**src/rtl/uart_lite.sv**
```systemverilog
// uart_lite: 8250-style serial port with toggle request/acknowledge host handshake,
// fixed 8N1 framing, 16x-oversampled receiver feeding a small RX FIFO, and a THR
// holding register in front of the transmit shifter.
module uart_lite #(
  parameter int unsigned BASE_DIV  = 27,
  parameter int unsigned RX_DEPTH  = 16,
  parameter int unsigned DIV_RESET = 12
) (
  input  logic       clk,
  input  logic       reset,
  input  logic [2:0] addr,
  input  logic [7:0] din,
  output logic [7:0] dout,
  input  logic       cpu_iordin,
  output logic       cpu_iordout,
  input  logic       cpu_iowrin,
  output logic       cpu_iowrout,
  output logic       ready,
  output logic       irq,
  input  logic       rxd,
  output logic       txd
);

  localparam int unsigned PtrW = $clog2(RX_DEPTH);
  localparam int unsigned CntW = PtrW + 1;

  typedef enum logic [1:0] {RxIdle, RxStart, RxData, RxStop} rx_state_e;
  typedef enum logic [1:0] {TxIdle, TxStart, TxData, TxStop} tx_state_e;

  // Host interface and register file
  logic [7:0]  dout_q, dout_d;
  logic        rd_ack_q, rd_ack_d, wr_ack_q, wr_ack_d;
  logic [7:0]  dll_q, dll_d, dlm_q, dlm_d, lcr_q, lcr_d;
  logic [1:0]  ier_q, ier_d;
  // Baud generator
  logic [15:0] pre_cnt_q, pre_cnt_d, div_cnt_q, div_cnt_d;
  // Receiver
  logic        rx_s1_q, rx_s2_q, rx_prev_q;
  rx_state_e   rx_state_q, rx_state_d;
  logic [3:0]  rx_tick_q, rx_tick_d;
  logic [2:0]  rx_bit_q, rx_bit_d;
  logic [7:0]  rx_shift_q, rx_shift_d;
  logic [7:0]  fifo_q [RX_DEPTH];
  logic [PtrW-1:0] wptr_q, wptr_d, rptr_q, rptr_d;
  logic [CntW-1:0] count_q, count_d;
  logic        oe_q, oe_d, fe_q, fe_d;
  // Transmitter
  logic [7:0]  thr_q, thr_d;
  logic        thr_full_q, thr_full_d;
  tx_state_e   tx_state_q, tx_state_d;
  logic [3:0]  tx_tick_q, tx_tick_d;
  logic [2:0]  tx_bit_q, tx_bit_d;
  logic [7:0]  tx_shift_q, tx_shift_d;
  logic        txd_q, txd_d;
  logic        thre_prev_q, thre_pend_q, thre_pend_d;

  logic        do_wr, do_rd, dlab;
  logic        wr_thr, wr_dll, wr_dlm, wr_ier, wr_lcr, rd_rbr, rd_iir, rd_lsr;
  logic        tick, pre_wrap;
  logic [15:0] div_eff;
  logic        push, stop_err, push_ok, pop, dr, full;
  logic        thre, temt;
  logic [7:0]  iir, lsr, rd_data;

  // Access decode; a pending write always wins over a pending read
  always_comb begin
    do_wr  = cpu_iowrin != wr_ack_q;
    do_rd  = (cpu_iordin != rd_ack_q) && !do_wr;
    dlab   = lcr_q[7];
    wr_thr = do_wr && (addr == 3'd0) && !dlab;
    wr_dll = do_wr && (addr == 3'd0) && dlab;
    wr_ier = do_wr && (addr == 3'd1) && !dlab;
    wr_dlm = do_wr && (addr == 3'd1) && dlab;
    wr_lcr = do_wr && (addr == 3'd3);
    rd_rbr = do_rd && (addr == 3'd0) && !dlab;
    rd_iir = do_rd && (addr == 3'd2);
    rd_lsr = do_rd && (addr == 3'd5);
  end

  // Status words and read data mux
  always_comb begin
    dr   = count_q != '0;
    full = count_q == CntW'(RX_DEPTH);
    thre = !thr_full_q;
    temt = thre && (tx_state_q == TxIdle);
    lsr  = {1'b0, temt, thre, 1'b0, fe_q, 1'b0, oe_q, dr};
    if (ier_q[0] && dr) begin
      iir = 8'h04;
    end else if (ier_q[1] && thre_pend_q) begin
      iir = 8'h02;
    end else begin
      iir = 8'h01;
    end
    rd_data = 8'h00;
    case (addr)
      3'd0:    rd_data = dlab ? dll_q : (dr ? fifo_q[rptr_q] : 8'h00);
      3'd1:    rd_data = dlab ? dlm_q : {6'b0, ier_q};
      3'd2:    rd_data = iir;
      3'd3:    rd_data = lcr_q;
      3'd5:    rd_data = lsr;
      default: rd_data = 8'h00;
    endcase
  end

  // Register writes, acknowledges, read data capture and THRE interrupt latch
  always_comb begin
    dll_d       = wr_dll ? din : dll_q;
    dlm_d       = wr_dlm ? din : dlm_q;
    lcr_d       = wr_lcr ? din : lcr_q;
    ier_d       = wr_ier ? din[1:0] : ier_q;
    wr_ack_d    = do_wr ? cpu_iowrin : wr_ack_q;
    rd_ack_d    = do_rd ? cpu_iordin : rd_ack_q;
    dout_d      = do_rd ? rd_data : dout_q;
    thre_pend_d = thre_pend_q;
    if ((thre && !thre_prev_q) || (wr_ier && din[1] && !ier_q[1] && thre)) begin
      thre_pend_d = 1'b1;
    end
    if (wr_thr || (rd_iir && (iir == 8'h02))) begin
      thre_pend_d = 1'b0;
    end
  end

  // Baud generator: BASE_DIV prescaler then divisor counter gives the 16x tick
  always_comb begin
    div_eff  = ({dlm_q, dll_q} == 16'd0) ? 16'd1 : {dlm_q, dll_q};
    pre_wrap = pre_cnt_q == 16'(BASE_DIV - 1);
    tick     = pre_wrap && (div_cnt_q == div_eff - 16'd1);
    if (wr_dll || wr_dlm) begin
      pre_cnt_d = 16'd0;
      div_cnt_d = 16'd0;
    end else begin
      pre_cnt_d = pre_wrap ? 16'd0 : pre_cnt_q + 16'd1;
      div_cnt_d = div_cnt_q;
      if (pre_wrap) begin
        div_cnt_d = (div_cnt_q == div_eff - 16'd1) ? 16'd0 : div_cnt_q + 16'd1;
      end
    end
  end

  // Receive FSM: start validated mid-bit, data and stop sampled every 16 ticks after
  always_comb begin
    rx_state_d = rx_state_q;
    rx_tick_d  = rx_tick_q;
    rx_bit_d   = rx_bit_q;
    rx_shift_d = rx_shift_q;
    push       = 1'b0;
    stop_err   = 1'b0;
    unique case (rx_state_q)
      RxIdle: begin
        if (rx_prev_q && !rx_s2_q) begin
          rx_state_d = RxStart;
          rx_tick_d  = 4'd0;
        end
      end
      RxStart: begin
        if (tick) begin
          rx_tick_d = rx_tick_q + 4'd1;
          if (rx_tick_q == 4'd7) begin
            rx_tick_d  = 4'd0;
            rx_bit_d   = 3'd0;
            rx_state_d = rx_s2_q ? RxIdle : RxData;
          end
        end
      end
      RxData: begin
        if (tick) begin
          rx_tick_d = rx_tick_q + 4'd1;
          if (rx_tick_q == 4'd15) begin
            rx_shift_d = {rx_s2_q, rx_shift_q[7:1]};
            rx_bit_d   = rx_bit_q + 3'd1;
            if (rx_bit_q == 3'd7) begin
              rx_state_d = RxStop;
            end
          end
        end
      end
      RxStop: begin
        if (tick) begin
          rx_tick_d = rx_tick_q + 4'd1;
          if (rx_tick_q == 4'd15) begin
            push       = 1'b1;
            stop_err   = !rx_s2_q;
            rx_state_d = RxIdle;
          end
        end
      end
    endcase
  end

  // RX FIFO pointers and sticky error flags; an LSR read clears errors unless one recurs
  always_comb begin
    push_ok = push && !full;
    pop     = rd_rbr && dr;
    wptr_d  = push_ok ? wptr_q + PtrW'(1) : wptr_q;
    rptr_d  = pop ? rptr_q + PtrW'(1) : rptr_q;
    count_d = count_q;
    if (push_ok && !pop) begin
      count_d = count_q + CntW'(1);
    end else if (pop && !push_ok) begin
      count_d = count_q - CntW'(1);
    end
    oe_d = rd_lsr ? 1'b0 : oe_q;
    fe_d = rd_lsr ? 1'b0 : fe_q;
    if (push && full) begin
      oe_d = 1'b1;
    end
    if (push && stop_err) begin
      fe_d = 1'b1;
    end
  end

  // Transmit FSM; the holding register reloads at stop end so frames run back to back
  always_comb begin
    logic load;
    load       = 1'b0;
    tx_state_d = tx_state_q;
    tx_tick_d  = tx_tick_q;
    tx_bit_d   = tx_bit_q;
    tx_shift_d = tx_shift_q;
    thr_d      = thr_q;
    thr_full_d = thr_full_q;
    unique case (tx_state_q)
      TxIdle: load = thr_full_q;
      TxStart: begin
        if (tick) begin
          tx_tick_d = tx_tick_q + 4'd1;
          if (tx_tick_q == 4'd15) begin
            tx_state_d = TxData;
            tx_bit_d   = 3'd0;
          end
        end
      end
      TxData: begin
        if (tick) begin
          tx_tick_d = tx_tick_q + 4'd1;
          if (tx_tick_q == 4'd15) begin
            tx_shift_d = {1'b0, tx_shift_q[7:1]};
            tx_bit_d   = tx_bit_q + 3'd1;
            if (tx_bit_q == 3'd7) begin
              tx_state_d = TxStop;
            end
          end
        end
      end
      TxStop: begin
        if (tick) begin
          tx_tick_d = tx_tick_q + 4'd1;
          if (tx_tick_q == 4'd15) begin
            if (thr_full_q) begin
              load = 1'b1;
            end else begin
              tx_state_d = TxIdle;
            end
          end
        end
      end
    endcase
    if (load) begin
      tx_shift_d = thr_q;
      tx_state_d = TxStart;
      tx_tick_d  = 4'd0;
      thr_full_d = 1'b0;
    end
    // A write in the load cycle lands in the now-empty holding register
    if (wr_thr) begin
      thr_d      = din;
      thr_full_d = 1'b1;
    end
    unique case (tx_state_d)
      TxStart: txd_d = 1'b0;
      TxData:  txd_d = tx_shift_d[0];
      default: txd_d = 1'b1;
    endcase
  end

  // State registers with synchronous reset
  always_ff @(posedge clk) begin
    if (reset) begin
      dout_q      <= 8'h00;
      rd_ack_q    <= 1'b0;
      wr_ack_q    <= 1'b0;
      dll_q       <= 8'(DIV_RESET);
      dlm_q       <= 8'(DIV_RESET >> 8);
      lcr_q       <= 8'h03;
      ier_q       <= 2'b00;
      pre_cnt_q   <= 16'd0;
      div_cnt_q   <= 16'd0;
      rx_s1_q     <= 1'b1;
      rx_s2_q     <= 1'b1;
      rx_prev_q   <= 1'b1;
      rx_state_q  <= RxIdle;
      rx_tick_q   <= 4'd0;
      rx_bit_q    <= 3'd0;
      rx_shift_q  <= 8'h00;
      wptr_q      <= '0;
      rptr_q      <= '0;
      count_q     <= '0;
      oe_q        <= 1'b0;
      fe_q        <= 1'b0;
      thr_q       <= 8'h00;
      thr_full_q  <= 1'b0;
      tx_state_q  <= TxIdle;
      tx_tick_q   <= 4'd0;
      tx_bit_q    <= 3'd0;
      tx_shift_q  <= 8'h00;
      txd_q       <= 1'b1;
      thre_prev_q <= 1'b1;
      thre_pend_q <= 1'b0;
    end else begin
      dout_q      <= dout_d;
      rd_ack_q    <= rd_ack_d;
      wr_ack_q    <= wr_ack_d;
      dll_q       <= dll_d;
      dlm_q       <= dlm_d;
      lcr_q       <= lcr_d;
      ier_q       <= ier_d;
      pre_cnt_q   <= pre_cnt_d;
      div_cnt_q   <= div_cnt_d;
      rx_s1_q     <= rxd;
      rx_s2_q     <= rx_s1_q;
      rx_prev_q   <= rx_s2_q;
      rx_state_q  <= rx_state_d;
      rx_tick_q   <= rx_tick_d;
      rx_bit_q    <= rx_bit_d;
      rx_shift_q  <= rx_shift_d;
      wptr_q      <= wptr_d;
      rptr_q      <= rptr_d;
      count_q     <= count_d;
      oe_q        <= oe_d;
      fe_q        <= fe_d;
      thr_q       <= thr_d;
      thr_full_q  <= thr_full_d;
      tx_state_q  <= tx_state_d;
      tx_tick_q   <= tx_tick_d;
      tx_bit_q    <= tx_bit_d;
      tx_shift_q  <= tx_shift_d;
      txd_q       <= txd_d;
      thre_prev_q <= thre;
      thre_pend_q <= thre_pend_d;
    end
  end

  // FIFO storage needs no reset; occupancy is tracked by the pointers
  always_ff @(posedge clk) begin
    if (push_ok) begin
      fifo_q[wptr_q] <= rx_shift_q;
    end
  end

  assign dout        = dout_q;
  assign cpu_iordout = rd_ack_q;
  assign cpu_iowrout = wr_ack_q;
  assign ready       = (cpu_iordin == rd_ack_q) && (cpu_iowrin == wr_ack_q);
  assign irq         = (ier_q[0] && dr) || (ier_q[1] && thre_pend_q);
  assign txd         = txd_q;

endmodule
```
**config.mk**
```make
export PLATFORM = sky130hd
export DESIGN_NAME = uart_lite
export DESIGN_NICKNAME = d
export VERILOG_FILES = /design/src/rtl/uart_lite.sv
export SDC_FILE = /design/constraint.sdc
export NUM_CORES = 1
export LEC_CHECK = 0
export CORE_MARGIN = 4
export CORE_UTILIZATION = 38
export DETAILED_ROUTE_END_ITERATION = 6
export PLACE_DENSITY = 0.51
export SLEW_MARGIN = 20
export SYNTH_ARGS = -nofsm -noshare
export SYNTH_HDL_FRONTEND = slang
export SYNTH_SLANG_ARGS = --single-unit
```
**constraint.sdc**
```tcl
create_clock -name clk -period 6 [get_ports clk]
set_input_delay 0.9 -clock clk [delete_from_list [all_inputs] [get_ports clk]]
set_output_delay 0.9 -clock clk [all_outputs]
set_load 0.02 [all_outputs]
```
==> impl_metrics.ini <==
[finish]
fill_cells = 2814
n_antenna_cell = 0
multi_input_comb_area_um2 = 4836
layout.nets = 1099
area_delta_synth_final_pct = 14.34
drive_gt1_share_pct = 11.84
register_area_um2 = 6568

[synthesis]
synthesis.nets = 1066
synthTopCellsByArea = edfxtp_1 33%, dfxtp_1 23%, mux4_2 7.7%
synth-compound-area-share_pct = 7.811
avgSynthCellArea_um2 = 11.41
synthSimpleGateAreaFrac_pct = 16.22
synthAdderAreaFrac_pct = 2.739
syn_area_um2 = 11690
post_synth_xor_area_fraction_pct = 4.911
synthArstFlopShare_pct = 0
yosys-mux-area-fraction_pct = 9.673
ys_seq_area_share_pct = 56.15
synth_top_family_by_area = simple AND/OR/NAND/NOR gates
synth_top_area_cell = edfxtp_1
syn_inst = 1025
synthDistinctLibCells = 67
synth_seq_cells = 264
synth_top_area_share_pct = 32.87
ys_warn_count = 0
synth_edf_count = 128
synthFlopType = dfxtp_1

[pwr]
clkPwrFrac_pct = 46.4
pwr-share-seq_pct = 51.1
pwr-share-comb_pct = 2.5
total_power_w = 0.003705
p_int_w = 0.002914
max-vdd-ir-drop_mv = 0.2649
switching_share_pct = 21.35
powerDensity_nw_per_um2 = 277.1
p_sw_w = 0.0007911
p_leak_nw = 4.588

[floorplanning]
io_pins = 29
die_area_um2 = 33640
initial_core_util_pct = 38.94
core_um2 = 30030
die_w_um = 183.4
die_h_um = 183.4
rows = 63

[clock_tree]
clockBufferDepth = 3
cts_hold_buf = 0
path_clk_slew_ps = 60
cts_root_buffer = clkbuf_16
cts.sinks = 264
numCtsBuffers = 29
cts.htree.levels = 1
cts_tree = done
clkLatencyLatePin_ps = 560
cts_resized = 0
postCtsSetupBuffers = 0

[worst_setup_path]
critPathArrivalTime_ps = 6070
setup.worst_path.start_class = register
crit_fanout = 7
cp-startpoint = dlm_q[0]$_SDFFE_PP0P_
setup.worst_path.class = reg2reg
cp.required_ps = 6490
reg2reg_from = dlm_q[0]$_SDFFE_PP0P_
end_kind = register

[grt]
grt_pass1_vias = 7607
use_met1_pct = 22.35
grt_usage_pct = 16.26
grt_use_met2_pct = 27.42
use_met3_pct = 2.374
grt_busiest_layer = met2
antenna_found_initial = 0
grt_pass1_wl_um = 43380
grt_max_degree = 82
grt_overflow = 0

[flow_run]
maxCapViolations = 0

[timing]
hold_ws_ps = 415.4
period_share_pct = 93.09
report.final.slew_viol_count = 0
slew_headroom_pct = 40.38
rsz0062_at_grt = false
worstMarginPinSlew_ps = 894.3
tns_ps = 0
final_hold_viol_count = 0
skew_ps = 12.08
fmax_mhz = 179.0
fin_crit_ps = 5585
setup_viol = 0

[placement]
dpl.hpwl_um = 18600
gp_congestion = 0.8621
io_buffers = 28

[hold_path]
hold_path_class = reg2reg
min_from = rx_s1_q$_SDFF_PP1_

[detailed_routing]
wirelength_um = 27680
routedWlPerCell_um = 18.82
route.detailed.drc = 0
drt_iter0_markers = 482
drt_pass1_iterations = 5
viasPerCell = 5.299
postRouteAntennaNets = 0
via_count = 7795

[status]
status = finished, final reports clean
==> through the flow <==
stage | std cells | worst slack [ps] | utilization [%] | cell area [um2]
after floorplan | 1025 | 687.1 | - | 11690
after global placement | 1417 | 518.7 | 41.44 | 12450
after detailed placement | 1417 | 472.6 | 41.44 | 12450
after CTS | 1471 | 461.8 | 44.52 | 13370
after global routing | 1471 | 49.31 | 44.52 | 13370
final | 1471 | 414.7 | 44.52 | 13370
==> logic make-up after synthesis <==
logic type	Yosys count
AO/OA/AOI/OAI	137
XOR/XNOR	64
adder cells (fa/ha/maj)	25
buffers and inverters	74
flip-flops	264
multiplexers	63
AND/OR/NAND/NOR	398
==> metal layers <==
layer | routed length, um | share of wire, %
met1 | 12550 | 45
met2 | 13330 | 48
met3 | 1224 | 4.4
met4 | 571 | 2.1
met5 | 0 | 0
==> cell usage after synthesis, types with 8 or more instances <==
library cell  instances
nor3_1               18
xor2_1               32
mux4_2               40
nand2b_1              9
xnor2_1              31
nor4_1                8
nand2_1             126
mux2i_1              23
o21ai_0              16
nor2_1              129
nor2b_1              11
nand4_1              15
inv_1                20
dfxtp_1             136
a311oi_1              9
nand3_1              26
edfxtp_1            128
a21oi_1              53
clkbuf_1             41
ha_1                 24
a22oi_1              11
==> layout make-up <==
type | count | area share [%]
sequential | 264 | 49.12
multi-input combinational | 687 | 36.17
clock buffer | 43 | 6.195
tap | 390 | 3.650
timing repair buffer | 54 | 3.537
clock inverter | 11 | 0.7112
inverter | 22 | 0.6176
==> critical path, cell delays in order (launching register included) <==
cell and delay [ps]:
dfxtp_1 380, or3_1 530, nor3_4 310, a31oi_1 170, ha_1 280, nor3b_2 210, xnor2_1 150, and2_1 160
o31ai_1 270, o2111ai_1 270, or4b_1 730, a2111oi_4 420, ha_1 240, inv_1 100, fa_1 400, a21o_1 190
a21oi_1 160, xnor2_1 90, or3_1 310, a21oi_1 140
==> power groups by stage <==
| stage | registers [W] | clock network [W] | logic, W |
|---|---|---|---|
| after floorplan | 0.00193 | 0 | 0.0000551 |
| after global placement | 0.00193 | 0 | 0.0000950 |
| after detailed placement | 0.00193 | 0 | 0.0000945 |
| after CTS | 0.00189 | 0.00177 | 0.0000950 |
| after global routing | 0.00189 | 0.00185 | 0.000104 |
| final | 0.00189 | 0.00172 | 0.0000941 |
==> cell usage in the layout, fill, tap and decap left out, types with 15 or more instances in the layout <==
| cell | instances |
|---|---|
| dfxtp_1 | 135 |
| nor2_1 | 129 |
| edfxtp_1 | 128 |
| nand2_1 | 126 |
| a21oi_1 | 53 |
| mux4_2 | 40 |
| xor2_1 | 32 |
| xnor2_1 | 31 |
| clkbuf_16 | 29 |
| clkdlybuf4s50_1 | 27 |
| buf_4 | 27 |
| nand3_1 | 26 |
| ha_1 | 24 |
| mux2i_1 | 23 |
| inv_1 | 20 |
| nor3_1 | 18 |
| o21ai_0 | 16 |
| nand4_1 | 15 |
==> sequential cells by signal, summed over array words and instances, names as in the netlist, 3 cells and up, named ones only <==
register    flops
fifo_q        128
div_cnt_q      16
pre_cnt_q      16
dll_q           8
dlm_q           8
dout            8
lcr_q           8
rx_shift_q      8
thr_q           8
tx_shift_q      8
count_q         5
rptr_q          4
rx_tick_q       4
tx_tick_q       4
wptr_q          4
rx_bit_q        3
tx_bit_q        3
==> worst paths after layout <==
kind / end / slack, ps / cells after the start
max: count_q[4]$_SDFFE_PP0P_ / 410 / 19
min: rx_s2_q$_SDFF_PP1_ / 420 / 1
max reg2reg: count_q[4]$_SDFFE_PP0P_ / 410 / 19
min reg2reg: rx_s2_q$_SDFF_PP1_ / 420 / 1
Power figures use the tool's default switching activity.
==> patch: new RTL, config.mk and constraints unchanged <==
Compare `count_q` against `CntW'(RX_DEPTH)` with >= in place of ==.
--- a/src/rtl/uart_lite.sv
+++ b/src/rtl/uart_lite.sv
@@ -81,5 +81,5 @@
   always_comb begin
     dr   = count_q != '0;
-    full = count_q == CntW'(RX_DEPTH);
+    full = count_q >= CntW'(RX_DEPTH);
     thre = !thr_full_q;
     temt = thre && (tx_state_q == TxIdle);
Check against the original RTL: same outputs for any inputs over 10 cycles, from zero or initial values and one cycle with reset high; that may be too few to reach the edited logic, so the function may still have changed.
==> patch against the unedited design <==
  * Sequential cell count unchanged
  * Sequential power is essentially flat
  * Wire length fell by 1.8%
  * Largest cell class unchanged
  * Worst hold slack improved by 0.043 ns
  * Synthesized area decreased by 0.31%
  * Non-clock buffer count shrank 12
  * Largest power group unchanged
  * Critical endpoint unchanged
  * Cell area down 0.99%
  * Worst setup slack gained 0.11 ns
  * Total power is essentially flat
==> patch: results (changes against the unedited design) <==
Pwr
  – Power Combinational: 99.1 uW (was 94.1 uW)
  – Lkg Pwr: 4.401 nW (was 4.588 nW)
  – Cell Int Power: 2.929 mW (was 2.914 mW)
  – VDD IR-drop max: 0.2768 mV (was 0.2649 mV)

Synth
  – Synth unique cells: 70 (was 67)
  – Synth Area in Compound Gates: 8.597% (was 7.811%)
  – Number of flops mapped to enable cells by yosys: 128 (unchanged)
  – Post-Synth XOR/XNOR Area: 4.358% (was 4.911%)
  – Adder-cell share of the synthesized area: 2.748% (was 2.739%)
  – Synth area leaders: edfxtp_1 (33%), dfxtp_1 (23%), mux4_2 (7.7%) (unchanged)
  – Part of the Yosys area used for sequential elements: 56.33% (was 56.15%)
  – Synth top cells by count: dfxtp_1 (136), edfxtp_1 (128), nor2_1 (111), nand2_1 (106), a21oi_1 (58) (was dfxtp_1 (136), nor2_1 (129), edfxtp_1 (128), nand2_1 (126), a21oi_1 (53))
  – Synth Instances: 1016 (was 1025)
  – Post-synth top area share: 32.97% (was 32.87%)
  – Synth Warn #: 0 (unchanged)

Final layout
  – Share of post-route cells with drive strength above 1: 10.72% (was 11.84%)
  – Sequential cell count: 264 (unchanged)
  – ClkCell Share: 6.947% (was 6.906%)
  – Fillers: 2824 (was 2814)
  – Buffers, non-clock: 42 (was 54)
  – Multi-input gate share of total cell area: 36.30% (was 36.17%)
  – Finished Core Util: 44.19% (was 44.52%)
  – Inverters: 20 (was 22)
  – Sequential cell area share: 49.62% (was 49.12%)
  – Nets: 1075 (was 1099)
  – Buffering overhead: 2.873% (was 3.537%)
  – Layout clock buffers: 42 (was 43)

Route
  – Final wirelength: 27180 um (was 27680 um)
  – Vias per cell: 5.313 (was 5.299)
  – DR vias: 7672 (was 7795)

Timing
  – Fin Clk Skew: 0.02988 ns (was 0.01208 ns)
  – Slew HR: 38.65% (was 40.38%)

Global route
  – GRT Util Overall: 16.10% (was 16.26%)
  – Vias in the first global route: 7470 (was 7607)
  – Largest net degree at the start of global routing: 38 (was 82)
  – First-pass GRT wire length: 43350 um (was 43380 um)

Placement
  – Post-placement cell count: 1394 (was 1417)
  – Post-DP Area: 12310 um2 (was 12450 um2)
  – GP Congestion: 0.8677 (was 0.8621)
  – Post-place setup slack: 0.5657 ns (was 0.4726 ns)
  – Detailed Place HPWL: 18830 um (was 18600 um)

Status
  – Status: finished, final reports clean (unchanged)

Worst setup path
  – Crit-path max FO: 11 (was 7)

Clock network
  – Num CTS Buffers: 28 (was 29)
  – Max Buffers Root-to-Sink: 3 (unchanged)
  – Setup bufs post-CTS: 0 (unchanged)
==> patch: cell types whose count changed in the layout (fill, tap and decap cells not counted), sizes merged, moves of 5 or more <==
cell,unedited run,this run
nand2b,9,4
and3,7,13
a22o,0,9
nand3,26,34
a22oi,11,17
buf,27,15
nand2,127,106
nor3,19,31
clkinv,10,5
o21ai,16,23
a21oi,53,58
nor2,129,111
nor2b,11,17
==> patch: worst max-delay path, stage by stage, from the launching register on <==
cell and delay, ns:
dfxtp_1 0.54, nor4_1 0.16, and3_1 0.22, a21oi_1 0.16, ha_1 0.26, or4b_4 0.53
or3_1 0.32, a32oi_1 0.21, a21oi_1 0.18, a2111oi_4 0.42, nand4_1 0.38, nor3_1 0.24
buf_4 0.21, ha_1 0.19, inv_1 0.10, fa_1 0.41, a21o_1 0.17, a21oi_1 0.17
xnor2_1 0.09, or3_1 0.30, a21oi_1 0.15
==> patch: routing by layer <==
metal	up-vias	global-route usage (%)	part of all wire, %
met4	0	3.039	1.8
met5	-	0	0
li1	3767	-	-
met1	3743	23.25	47
met3	37	2.063	3.3
met2	125	26.47	48
==> patch: cell families (layout without fill, tap and decap cells) <==
kind of cell,Yosys count,count (layout)
AO/OA/AOI/OAI,151,151
XOR/XNOR,58,58
adder cells (fa/ha/maj),25,25
buffers and inverters,74,112
flip-flops,264,264
multiplexers,61,61
AND/OR/NAND/NOR,383,383
==> patch: path summary, 6_finish.rpt <==
check / to / startpoint / slack (ns) / cells after the start
worst min register to register: tx_bit_q[2] / tx_bit_q[2] / 0.46 / 2
worst max-delay path: count_q[4] / dlm_q[2] / 0.53 / 20
worst min-delay path: tx_bit_q[2] / tx_bit_q[2] / 0.46 / 2
worst max register to register: count_q[4] / dlm_q[2] / 0.53 / 20
